File: config.mk
export PLATFORM = sky130hd
export DESIGN_NAME = str_gbox_frac_flat
export DESIGN_NICKNAME = d
export VERILOG_FILES = /design/src/rtl/str_pkg.sv /design/src/rtl/str_gbox_frac_if.sv /design/src/rtl/str_gbox_frac.sv /design/src/flat_wrapper.sv
export SDC_FILE = /design/constraint.sdc
export NUM_CORES = 1
export LEC_CHECK = 0
export BUFFER_PORTS_ARGS = -buffer_cell sky130_fd_sc_hd__buf_2
export CORE_ASPECT_RATIO = 1.25
export CORE_MARGIN = 1.5
export CORE_UTILIZATION = 33
export DETAILED_ROUTE_END_ITERATION = 7
export GPL_ROUTABILITY_DRIVEN = 0
export PLACE_DENSITY = 0.46
export SKIP_CTS_REPAIR_TIMING = 1
export SYNTH_ARGS = -nofsm -noshare
export SYNTH_HDL_FRONTEND = slang
export SYNTH_SLANG_ARGS = --single-unit
File: constraint.sdc
create_clock -name clk -period 3.9 [get_ports clk]
set_input_delay 0.78 -clock clk [delete_from_list [all_inputs] [get_ports clk]]
set_output_delay 0.78 -clock clk [all_outputs]
set_load 0.02 [all_outputs]
File: src/rtl/str_pkg.sv
// Shared stream helpers: buffer-width arithmetic and the handshake control pair.
package str_pkg;

  // Control half of a data/last/val beat; data width is chosen per instance.
  typedef struct packed {
    logic last;
    logic val;
  } str_ctl_t;

  function automatic int unsigned str_max(int unsigned a, int unsigned b);
    return (a > b) ? a : b;
  endfunction

  function automatic int unsigned str_gbox_buf_w(int unsigned up, int unsigned dn);
    return up + 2 * dn;
  endfunction

endpackage

File: src/rtl/str_gbox_frac_if.sv
// Upstream/downstream handshake bundle for str_gbox_frac.
// dn_cnt exists only when STR_GBOX_CNT_EN is defined.
interface str_gbox_frac_if #(
  parameter int unsigned UP_WIDTH = 12,
  parameter int unsigned DN_WIDTH = 8
);
  logic [UP_WIDTH-1:0] up_data;
  logic                up_last;
  logic                up_val;
  logic                up_rdy;
  logic [DN_WIDTH-1:0] dn_data;
  logic                dn_last;
  logic                dn_val;
  logic                dn_rdy;
`ifdef STR_GBOX_CNT_EN
  localparam int unsigned CNT_W = $clog2(DN_WIDTH + 1);
  logic [CNT_W-1:0]    dn_cnt;
`endif

  modport master (
    output up_data, up_last, up_val, dn_rdy,
    input  up_rdy, dn_data, dn_last, dn_val
`ifdef STR_GBOX_CNT_EN
    , input dn_cnt
`endif
  );

  modport slave (
    input  up_data, up_last, up_val, dn_rdy,
    output up_rdy, dn_data, dn_last, dn_val
`ifdef STR_GBOX_CNT_EN
    , output dn_cnt
`endif
  );
endinterface

File: src/rtl/str_gbox_frac.sv
// Arbitrary-ratio LSB-first stream gearbox; up_last flushes a zero-padded partial word.
// Optional dn_cnt valid-length port is enabled by defining STR_GBOX_CNT_EN.
module str_gbox_frac
  import str_pkg::*;
#(
  parameter int unsigned UP_WIDTH = 12,
  parameter int unsigned DN_WIDTH = 8
) (
  input logic            clk,
  input logic            rst,
  str_gbox_frac_if.slave bus
);

  localparam int unsigned       BUF_W   = str_gbox_buf_w(UP_WIDTH, DN_WIDTH);
  localparam int unsigned       FILL_W  = $clog2(BUF_W + 1);
  localparam logic [FILL_W-1:0] DN_F    = FILL_W'(DN_WIDTH);
  localparam logic [FILL_W-1:0] UP_F    = FILL_W'(UP_WIDTH);
  localparam logic [FILL_W-1:0] RDY_MAX = FILL_W'(BUF_W - UP_WIDTH);

  logic [BUF_W-1:0]  buf_q, buf_nx;
  logic [FILL_W-1:0] fill_q, fill_nx, take;
  logic              flush_q, flush_nx;
  logic              up_rdy_q, up_rdy_nx;
  logic              up_fire, dn_fire;
  str_ctl_t          dn_q, dn_nx;

  // Drain and load in one shift expression; arriving bits land above the residue.
  always_comb begin
    up_fire  = bus.up_val & up_rdy_q;
    dn_fire  = dn_q.val & bus.dn_rdy;
    take     = '0;
    if (dn_fire) begin
      take = (fill_q < DN_F) ? fill_q : DN_F;
    end
    buf_nx  = buf_q >> take;
    fill_nx = fill_q - take;
    if (up_fire) begin
      buf_nx  = buf_nx | (BUF_W'(bus.up_data) << fill_nx);
      fill_nx = fill_nx + UP_F;
    end
    flush_nx = flush_q;
    if (dn_fire && dn_q.last) begin
      flush_nx = 1'b0;
    end
    if (up_fire && bus.up_last) begin
      flush_nx = 1'b1;
    end
    // Outputs are decoded from next-state so they leave the block registered.
    dn_nx.val  = (fill_nx >= DN_F) | (flush_nx & (fill_nx != '0));
    dn_nx.last = flush_nx & (fill_nx <= DN_F);
    up_rdy_nx  = ~flush_nx & (fill_nx <= RDY_MAX);
  end

  always_ff @(posedge clk) begin
    if (rst) begin
      buf_q    <= '0;
      fill_q   <= '0;
      flush_q  <= 1'b0;
      up_rdy_q <= 1'b1;
      dn_q     <= '0;
    end else begin
      buf_q    <= buf_nx;
      fill_q   <= fill_nx;
      flush_q  <= flush_nx;
      up_rdy_q <= up_rdy_nx;
      dn_q     <= dn_nx;
    end
  end

  assign bus.up_rdy  = up_rdy_q;
  assign bus.dn_val  = dn_q.val;
  assign bus.dn_last = dn_q.last;
  assign bus.dn_data = buf_q[DN_WIDTH-1:0];

`ifdef STR_GBOX_CNT_EN
  localparam int unsigned CNT_W = $clog2(DN_WIDTH + 1);

  logic [CNT_W-1:0] cnt_q, cnt_nx;

  assign cnt_nx = (fill_nx < DN_F) ? CNT_W'(fill_nx) : CNT_W'(DN_WIDTH);

  always_ff @(posedge clk) begin
    if (rst) begin
      cnt_q <= '0;
    end else begin
      cnt_q <= cnt_nx;
    end
  end

  assign bus.dn_cnt = cnt_q;
`else
  // No length port: consumers take the valid length from packet metadata.
`endif

endmodule

File: src/flat_wrapper.sv
// flat-port wrapper written by rule: the top's interface ports become plain ports
module str_gbox_frac_flat import str_pkg::*;
#(
  parameter int unsigned UP_WIDTH = 12,
  parameter int unsigned DN_WIDTH = 8
)
  (clk, rst, bus_up_data, bus_up_last, bus_up_val, bus_dn_rdy, bus_up_rdy, bus_dn_data, bus_dn_last, bus_dn_val);
  str_gbox_frac_if #(.UP_WIDTH(UP_WIDTH), .DN_WIDTH(DN_WIDTH)) bus_i ();
  input logic clk;
  input logic rst;
  input wire logic [$bits(bus_i.up_data)-1:0] bus_up_data;
  input wire logic [$bits(bus_i.up_last)-1:0] bus_up_last;
  input wire logic [$bits(bus_i.up_val)-1:0] bus_up_val;
  input wire logic [$bits(bus_i.dn_rdy)-1:0] bus_dn_rdy;
  output wire logic [$bits(bus_i.up_rdy)-1:0] bus_up_rdy;
  output wire logic [$bits(bus_i.dn_data)-1:0] bus_dn_data;
  output wire logic [$bits(bus_i.dn_last)-1:0] bus_dn_last;
  output wire logic [$bits(bus_i.dn_val)-1:0] bus_dn_val;
  assign bus_i.up_data = bus_up_data;
  assign bus_i.up_last = bus_up_last;
  assign bus_i.up_val = bus_up_val;
  assign bus_i.dn_rdy = bus_dn_rdy;
  assign bus_up_rdy = bus_i.up_rdy;
  assign bus_dn_data = bus_i.dn_data;
  assign bus_dn_last = bus_i.dn_last;
  assign bus_dn_val = bus_i.dn_val;
  str_gbox_frac #(.UP_WIDTH(UP_WIDTH), .DN_WIDTH(DN_WIDTH)) u_core (.clk(clk), .rst(rst), .bus(bus_i));
endmodule
[After elaboration in Yosys (flattened, before gate mapping)]
Cells that the tools add are included.
Operators by class
  bitwise operators: 8
  muxes and demuxes: 6
  reductions and logical operators: 3
  add/subtract/negate cells: 2
  shift operators: 2
  $lt $le $gt $ge: 4
Operator list (count)
  $mux 28: 1
  $or 28x28->28: 1
  $shl 12x5->28: 1
  $shr 28x5->28: 1
  $mux 5: 3
  $add 5x4->5 const B: 1
  $and 1x1->1: 5
  $ge 5x4->1 const B: 1
  $le 5x4->1 const B: 1
  $le 5x5->1 const B: 1
  $lt 5x4->1 const B: 1
  $reduce_bool 5->1: 1
  $sub 5x5->5: 1
  $logic_and 1x1->1: 2
  $mux 1: 2
  $not 1->1: 1
  $or 1x1->1: 1
Storage, ports and cells
  input port bits: 17
  register bits after elaboration: 37
  output and inout bits: 11
  word-level logic and storage cells: 31

[Logic depth before layout (Yosys ltp)]
  word-level depth: 9
  gate-level depth with buffers: 13

[Least setup slack after synthesis]
No wires, ideal clock.
  kind: input port to flip-flop
  start point: input bus_dn_rdy
  end point: register u_core.buf_q[17]
  library setup time: 0.138 ns
  arrival time: 3.445 ns
  stages on the path: 12
  buffers on the path: 3
  setup slack: 0.317 ns
  path through: and4bb_1 -> buf_6 -> and2_4 -> buf_6 -> inv_1 -> clkbuf_1 -> ha_1 -> xor2_2 -> mux4_2 -> or3_1 -> o211ai_1 -> a41oi_1
Between the ends
  word-level cells in the longest chain between the ends: 6
  elaborated cells on any way between the ends: 7
RTL lines
  from (decl): line flat_wrapper.sv:14  | input wire logic [$bits(bus_i.dn_rdy)-1:0] bus_dn_rdy;
  $and 1x1->1 *: line str_gbox_frac.sv:30  | dn_fire = dn_q.val & bus.dn_rdy;
  $mux 5 *: line str_gbox_frac.sv:32  | if (dn_fire) begin
  $sub 5x5->5: line str_gbox_frac.sv:36  | fill_nx = fill_q - take;
  $shl 12x5->28: line str_gbox_frac.sv:38  | buf_nx = buf_nx | (BUF_W'(bus.up_data) << fill_nx);
  $or 28x28->28: line str_gbox_frac.sv:38
  $mux 28 *: line str_gbox_frac.sv:37  | if (up_fire) begin
  to (signal assigned): line str_gbox_frac.sv:62  | buf_q <= buf_nx;
  to (decl): line str_gbox_frac.sv:20  | logic [BUF_W-1:0] buf_q, buf_nx;
Every way passes the cells marked *; elsewhere a longest branch is shown, timed or not.
A chain may end at the register's enable or synchronous reset.

[Worst setup path after layout]
  start point: input bus_dn_rdy
  end point: register u_core.buf_q[25]
The elaborated chain is that of the path after synthesis.

==> flow_summary.toml <==
[critical_path]
worst_setup_path_start_kind = "input port"
end_kind = "flop"
arrival_ns = 3.60
crit_slowest_cell = "fa_1"
critPathKind = "input port to flop"
r2r_slack_ns = 0.60
worstPathCellList = "buf_2 -> and4bb_1 -> nand2_1 -> inv_1 -> ha_1 -> inv_1 -> fa_1 -> buf_4 -> mux4_2 -> a21boi_0 -> o21ai_0 -> a21oi_1"
cp_max_fo = 12
crit_top_cell = "inv_1"
critPathRequiredTime_ns = 4.03
critPathMaxStageDelay_ns = 0.77

[finish]
area_delta_synth_final_pct = 12.0
drive_above_1_share_pct = 20.1
diodes = 0
final_nets = 540
final_cells = 679
utilization_pct = 38.2
post-route-cell-area_um2 = 4450

[synthesis]
synth_most_common_cell = "nand3_1"
syn-num-nets = 530
synth_area_per_cell_um2 = 7.84
async_flop_share_pct = 0
syn_inst = 507
ys.warnings.count = 0
synth.top_cell.area_share_pct = 18.6
synth-main-ff-cell = "dfxtp_1"
syn_area_um2 = 3980
ys_seq_area_share_pct = 18.6
synth_cell_types = 73
synthTopCellsByArea = "dfxtp_1 (19%), mux2i_1 (5.5%), mux2_2 (4.8%)"
synth_common_cells = "nand3_1 (38), dfxtp_1 (37), nand2_1 (34), a21oi_1 (27), o21ai_0 (26)"
ys_ff_latch = 37
synth_edf_count = 0
yosysTopAreaCell = "dfxtp_1"

[die]
rows = 44
ios = 28
initial_utilization_pct = 34.1
die_area_um2 = 12700
core_area_um2 = 11700
die_y_um = 126
dieWidth_um = 101

[timing]
fin_hold_ws_ns = 0.601
setup_violations = 0
max-slew-margin-rel_pct = 52.0
slew_violations = 0
rsz0062_at_grt = "false"
worst_slew_pin_slew_ns = 0.721
max_clock_freq_mhz = 288
fin_worst_skew_ns = 0.00449
finalSetupTns_ns = 0
fin_crit_sh_pct = 88.9
min_period_ns = 3.47
finalHoldViolCount = 0

[clocking]
numCtsBuffers = 5
cts_tree = "done"
root_buffer = "clkbuf_16"
clkLatencyLatePin_ns = 0.29
clockBufferDepth = 2
htreeDepth = 2
clkTransAtPathRegs_ns = 0.06
clock-sinks = 37

[global_route]
grt_use_total_pct = 23.9
antenna_found_initial = 0
gr-total-overflow = 0
grt_max_degree = 63
grt_pass1_wl_um = 23500
grt_pass1_vias = 4138

[outcome]
status = "completed"

[run]
drv_cap = 0

[routing]
ant_nets = 0
drc = 0
first_iter_violations = 288
post_drt_wl_per_cell_um = 22.1
route.vias.total = 4308
vias_per_cell = 6.34
routed_wl_um = 15000
firstDrtPassIters = 5

[placement]
dpl.cell_count = 671
dp_hpwl_um = 11200
port_buffers = 27
postPlaceCellArea_um2 = 4280

[power]
power_leakage_uw = 0.00161
power.density_nw_per_um2 = 671
max-vdd-ir-drop_mv = 0.317

[worst_hold_path]
hp-class = "flop to flop"
## cell usage in the layout, fill, tap and decap left out, drive strengths merged, types with 7 or more instances in the layout
cell    instances
inv            17
nor2           23
a32oi          10
mux2i          22
o221ai          7
nand3          38
buf            58
a31oi          23
and2           13
o21ai          26
dfxtp          37
mux2           17
o211ai         15
clkbuf          7
mux4            8
nand2          34
nor2b           9
a21oi          27
## sequential cells by signal, summed over array words and instances, names as in the netlist
register            count
u_core.bus.dn_last      1
u_core.flush_q          1
u_core.buf_q           28
u_core.bus.up_rdy       1
u_core.fill_q           5
u_core.bus.dn_val       1
## critical path: cells and delay by family
family	cells	cell delay [ns]
and+or+nand+nor	2	0.33
AOI/OAI and AO/OA	3	0.66
adders and majority gates	2	0.94
buffers and inverters	4	0.53
muxes	1	0.36
## per-stage QoR
step                total power [uW]  setup slack [ns]
global route                    3170             0.280
CTS                             2970             0.429
floorplan                       1890             0.317
global placement                2470             0.184
finish                          2990             0.433
detailed placement              2470             0.128
## layout make-up
| cell class | count | area [um^2] |
|---|---|---|
| fill | 1272 | 7220 |
| multi-input combinational | 397 | 2880 |
| sequential | 37 | 742 |
| timing repair buffer | 58 | 393 |
| tap | 161 | 201 |
| clock buffer | 7 | 143 |
| inverter | 18 | 67.6 |
| clock inverter | 1 | 30.0 |
## report_power, final
group          switching [uW]  leakage [uW]  internal, uW
Combinational            1120       0.00122           708
Clock                     170     0.0000841           320
Sequential                167      0.000304           504
## metal layers
layer | GRT usage, % | routed length, um | vias up
li1 | - | - | 2004
met1 | 30.8 | 6360 | 2076
met2 | 39.3 | 7220 | 187
met3 | 3.22 | 895 | 41
met4 | 10.5 | 566 | 0
met5 | 0 | 0 | -
## final timing paths
path,cells after the start,end,from
max,12,u_core.buf_q[25],bus_dn_rdy
min,3,u_core.flush_q,u_core.flush_q
max reg2reg,11,u_core.buf_q[25],u_core.fill_q[3]
min reg2reg,3,u_core.flush_q,u_core.flush_q
## logic make-up after synthesis
kind of cell | synth area share, %
compound gates | 33.4
simple gates | 20.6
buf+inv | 9.03
mux | 14.9
flops | 18.6
fa+ha+maj | 2.08
xor+xnor | 1.29
Note: power is estimated with default switching activity, not from simulation.
